===== config.mk =====
export PLATFORM = sky130hd
export DESIGN_NAME = nem_ohmux_sel_ctrl
export DESIGN_NICKNAME = d
export VERILOG_FILES = /design/src/rtl/nem_relay_pkg.sv /design/src/rtl/nem_relay_dwell_cnt.sv /design/src/rtl/nem_ohmux_sel_ctrl.sv
export SDC_FILE = /design/constraint.sdc
export NUM_CORES = 1
export LEC_CHECK = 0
export ABC_AREA = 1
export CAP_MARGIN = 20
export CORE_MARGIN = 5
export CORE_UTILIZATION = 51
export CTS_BUF_LIST = sky130_fd_sc_hd__clkbuf_16
export DETAILED_ROUTE_END_ITERATION = 6
export PLACE_DENSITY = 0.83
export SYNTH_ARGS = -nofsm -noshare
export SYNTH_HDL_FRONTEND = slang
export SYNTH_SLANG_ARGS = --single-unit

===== constraint.sdc =====
create_clock -name clk -period 3.75 [get_ports clk]
set_input_delay 0.75 -clock clk [delete_from_list [all_inputs] [get_ports clk]]
set_output_delay 0.75 -clock clk [all_outputs]
set_load 0.05 [all_outputs]

===== src/rtl/nem_relay_pkg.sv =====
// Shared definitions for NEM relay drivers: relay sequencing states and default
// break/make dwell times.
package nem_relay_pkg;

  typedef enum logic [1:0] {
    OFF    = 2'd0,
    BREAK  = 2'd1,
    MAKE   = 2'd2,
    STABLE = 2'd3
  } relay_state_t;

  localparam int NEM_BREAK_CYC = 4;
  localparam int NEM_MAKE_CYC  = 8;

  function automatic int max_int(input int a, input int b);
    return (a > b) ? a : b;
  endfunction

endpackage


===== src/rtl/nem_relay_dwell_cnt.sv =====
// Loadable down-counter that times relay break/make dwell periods.
// Saturates at zero instead of wrapping.
module nem_relay_dwell_cnt #(
  parameter int CW = 4
) (
  input  logic          clk,
  input  logic          reset,
  input  logic          load,
  input  logic [CW-1:0] load_val,
  input  logic          dec,
  output logic          zero
);

  logic [CW-1:0] count;

  always_ff @(posedge clk) begin
    if (reset) begin
      count <= '0;
    end else if (load) begin
      count <= load_val;
    end else if (dec && (count != '0)) begin
      count <= count - 1'b1;
    end
  end

  assign zero = (count == '0);

endmodule


===== src/rtl/nem_ohmux_sel_ctrl.sv =====
// Break-before-make select controller for a NEM one-hot inverting mux, plus the
// re-inverting, settle-qualified output register for the mux's ZN lines.
module nem_ohmux_sel_ctrl
  import nem_relay_pkg::*;
#(
  parameter int N_IN      = 2,
  parameter int WIDTH     = 8,
  parameter int BREAK_CYC = NEM_BREAK_CYC,
  parameter int MAKE_CYC  = NEM_MAKE_CYC,
  localparam int SW       = $clog2(N_IN)
) (
  input  logic             clk,
  input  logic             reset,
  input  logic             sel_valid,
  output logic             sel_ready,
  input  logic [SW-1:0]    sel_req,
  input  logic             sel_off,
  output logic [N_IN-1:0]  S,
  output logic [SW-1:0]    cur_sel,
  output logic             settled,
  input  logic [WIDTH-1:0] zn_in,
  output logic [WIDTH-1:0] dout,
  output logic             dout_valid
);

  localparam int CW = $clog2(max_int(BREAK_CYC, MAKE_CYC) + 1);

  relay_state_t    state, state_n;
  logic [N_IN-1:0] s_n;
  logic [SW-1:0]   cur_n;
  logic            settled_n;
  logic [SW-1:0]   tgt, tgt_n;
  logic            tgt_off, tgt_off_n;

  logic            cnt_load;
  logic [CW-1:0]   cnt_val;
  logic            cnt_dec;
  logic            cnt_zero;

  logic            accept;
  logic            req_off;

  function automatic logic [N_IN-1:0] onehot(input logic [SW-1:0] idx);
    return N_IN'(1) << idx;
  endfunction

  assign sel_ready = (state == OFF) || (state == STABLE);
  assign accept    = sel_valid && sel_ready;
  // Out-of-range indices have no relay to close, so they behave like a disconnect.
  assign req_off   = sel_off || ({1'b0, sel_req} >= (SW+1)'(N_IN));

  nem_relay_dwell_cnt #(
    .CW(CW)
  ) u_dwell (
    .clk      (clk),
    .reset    (reset),
    .load     (cnt_load),
    .load_val (cnt_val),
    .dec      (cnt_dec),
    .zero     (cnt_zero)
  );

  always_ff @(posedge clk) begin
    if (reset) begin
      state   <= OFF;
      S       <= '0;
      cur_sel <= '0;
      settled <= 1'b0;
      tgt     <= '0;
      tgt_off <= 1'b0;
    end else begin
      state   <= state_n;
      S       <= s_n;
      cur_sel <= cur_n;
      settled <= settled_n;
      tgt     <= tgt_n;
      tgt_off <= tgt_off_n;
    end
  end

  always_comb begin
    state_n   = state;
    s_n       = S;
    cur_n     = cur_sel;
    settled_n = settled;
    tgt_n     = tgt;
    tgt_off_n = tgt_off;
    cnt_load  = 1'b0;
    cnt_val   = '0;
    cnt_dec   = 1'b0;

    case (state)
      OFF: begin
        // Relays are already open here, so the break dwell can be skipped.
        if (accept && !req_off) begin
          s_n      = onehot(sel_req);
          cur_n    = sel_req;
          cnt_load = 1'b1;
          cnt_val  = CW'(MAKE_CYC - 1);
          state_n  = MAKE;
        end
      end

      BREAK: begin
        if (!cnt_zero) begin
          cnt_dec = 1'b1;
        end else if (tgt_off) begin
          cur_n   = '0;
          state_n = OFF;
        end else begin
          s_n      = onehot(tgt);
          cur_n    = tgt;
          cnt_load = 1'b1;
          cnt_val  = CW'(MAKE_CYC - 1);
          state_n  = MAKE;
        end
      end

      MAKE: begin
        if (!cnt_zero) begin
          cnt_dec = 1'b1;
        end else begin
          settled_n = 1'b1;
          state_n   = STABLE;
        end
      end

      STABLE: begin
        // Re-selecting the made input is a no-op so the closed relay never glitches.
        if (accept && (req_off || (sel_req != cur_sel))) begin
          s_n       = '0;
          settled_n = 1'b0;
          tgt_n     = sel_req;
          tgt_off_n = req_off;
          cnt_load  = 1'b1;
          cnt_val   = CW'(BREAK_CYC - 1);
          state_n   = BREAK;
        end
      end

      default: begin
        s_n       = '0;
        cur_n     = '0;
        settled_n = 1'b0;
        state_n   = OFF;
      end
    endcase
  end

  always_ff @(posedge clk) begin
    if (reset) begin
      dout       <= '0;
      dout_valid <= 1'b0;
    end else begin
      dout       <= settled ? ~zn_in : '0;
      dout_valid <= settled;
    end
  end

endmodule


==> out/results.ini <==
[clock_tree]
cts.sinks=21
cts_setup_buffers=0
cts-buffers-inserted=3
htreeDepth=1
clkTransAtPathRegs_ps=60
cts_root_buf=clkbuf_16
cts_tree=yes
clockBufferDepth=2
cts_resized=0
clock_latency_ps=250
holdBufCountCts=0

[logic_synthesis]
syn_nets=153
synth.avg_cell_area_um2=7.66
syn_inst=135
synth-warning-count=0
yosysTopAreaCell=dfxtp_1
synth.area.top_cells=dfxtp_1, nand2_1, inv_1
ys_types=24
synth_seq_cells=21
synth_top_area_share_pct=40.6
ys_seq_area_share_pct=40.6
netlist_area_um2=1030

[timing]
skew_ps=2.13
timing.final.ws_setup_ps=992
min_period_over_period_pct=73.5
min_period_ps=2760
slew_violations=0
fin_tns_setup_ps=0
grt_setup_unrepaired=no
setup-violations-final=0
hold_violations=0
tightestPinTransition_ps=513
max_slew_margin_pct=65.7
fmax_mhz=363

[routing]
ant_nets=0
routed_via_density=5.17
routed_wl_um=2430
routedWlPerCell_um=12.7
drtIter0Drc=16
drc=0
dr.pass1.iters=4
dr_total_vias=988

[global_routing]
grt_pass1_wl_um=3930
grt_max_degree=14
overflow=0
first_global_vias=975
antenna_found_initial=0
track_usage_pct=18.5

[setup_path]
cp_slowest_cell=clkdlybuf4s50_1
cp-end-kind=output pin
r2r_start=state[0]$_SDFFE_PP0P_
reg2reg_to=u_dwell.count[2]$_SDFFE_PP0P_
crit_path_frequent_cell=inv_1
cp.required_ps=3000
crit_arrival_ps=2010
critical_path.startpoint_type=flop
reg2reg_slack_ps=2000
reg2regPathDepth=9
path_max_fanout=4
cp_cell_sequence=inv_1 > ha_1 > inv_1 > clkdlybuf4s50_1
cp_top_family=buffers and inverters
path_buf_inv=3
slowest_delay_ps=790
critical_path_class=reg2out

[floorplan]
start_util_pct=53.3
die-area_um2=3030
core_area_um2=1940
die_h_um=55.0
num_rows=16
io_pins=27
fp.dieW_um=55.0

[run_status]
status=complete, no violations

[hold_path]
hold_path.startpoint=S[1]$_SDFFE_PP0P_
hp-class=reg2reg
hold_path_depth=2
holdPathEnd=S[1]$_SDFFE_PP0P_

[final_layout]
layout-drive-gt1-share_pct=12.2
fill_cells=165
nNetsFinal=183
final_cell_area_um2=1400
final_core_util_pct=72.3
antennaDiodeCount=0
multi_input_area_um2=528
regArea_um2=420
final_cell_mix=nand2_1, clkdlybuf4s50_1, dfxtp_1, inv_1, nor2_1
syn_to_final_growth_pct=35.7

[placed_design]
post-dp-hpwl_um=1890
placed_area_um2=1320
portBuffers=26
globalplace.congestion=0.930
post-place-ws_ps=1270

[power_and_ir_drop]
leakage_uw=0.000649
power.density_nw_per_um2=936
peakVddDrop_mv=0.558

[flow_run]
maxCapViolCount=0

## cells by family after synthesis
| family | Yosys count | synth area share (%) |
|---|---|---|
| fa+ha+maj | 5 | 6.05 |
| flops | 21 | 40.6 |
| xor+xnor | 3 | 2.54 |
| compound gates | 16 | 8.71 |
| simple gates | 68 | 33.7 |
| buf+inv | 22 | 8.34 |
## where the power goes
group / leakage (uW) / switching [uW] / internal [uW]
Clock: 0.0000371 / 81.9 / 144
Sequential: 0.000171 / 42.5 / 284
Combinational: 0.000441 / 490 / 271
Total: 0.000649 / 614 / 700
## registers in the layout, summed over array words and instances (netlist names), 2 cells and up
register / flops
u_dwell.count: 4
S: 2
dout: 8
state: 2
## cells in the mapped netlist
library cell and instances:
a21oi_2 1, xor2_1 2, nand4_1 6, nand3_2 2
nand3b_1 1, buf_4 1, nand3_1 7, a21oi_1 9
xnor2_1 1, o2111ai_1 1, dfxtp_1 21, o211ai_1 1
nor2_1 15, nand2_4 3, ha_1 5, o21ai_0 3
inv_1 19, nand2_1 26, o21ai_1 1, inv_2 2
nand4_2 1, nor2_2 2, nand2_2 4, nor2_4 1
## metrics by stage
stage	hold slack, ps	power [uW]	std cells
2_1_floorplan	465	903	135
3_3_place_gp	454	1060	187
3_5_place_dp	460	1090	187
4_1_cts	482	1320	191
5_1_grt	503	1400	191
6_report	477	1310	191
## worst register-to-register path, stage by stage (launching register included)
cell and delay (ps):
dfxtp_1 370, inv_1 110, ha_1 390, nor2_4 220, nand3_1 100, nand2_1 100, nand2_2 120, nand3_2 100
nand2_2 60, a21oi_2 110
## how the worst max path moves through the flow
stage                          start  slack [ps]  cells after the start   endpoint
2_1_floorplan  state[0]$_SDFFE_PP0P_        1860                      3  sel_ready
3_3_place_gp   state[0]$_SDFFE_PP0P_        1320                      4  sel_ready
3_5_place_dp   state[0]$_SDFFE_PP0P_        1270                      4  sel_ready
4_1_cts        state[0]$_SDFFE_PP0P_         990                      4  sel_ready
5_1_grt        state[0]$_SDFFE_PP0P_         910                      4  sel_ready
6_report       state[0]$_SDFFE_PP0P_         990                      4  sel_ready
## area by class of cell
cell class | count | share of cell area, %
multi-input cells | 92 | 37.6
well taps | 27 | 2.41
inverters | 21 | 5.61
clock inverters | 1 | 0.535
clock buffers | 3 | 5.35
repair buffers | 26 | 18.5
flip-flops and latches | 21 | 29.9
## layer usage
| metal | vias to the layer above | GRT usage (%) | routed length, um |
|---|---|---|---|
| met5 | - | 0 | 0 |
| met3 | 4 | 8.31 | 212 |
| met4 | 0 | 8.10 | 31 |
| li1 | 488 | - | - |
| met2 | 44 | 33.5 | 1230 |
| met1 | 452 | 18.0 | 958 |
No activity file was read; power rests on OpenSTA's default activity.
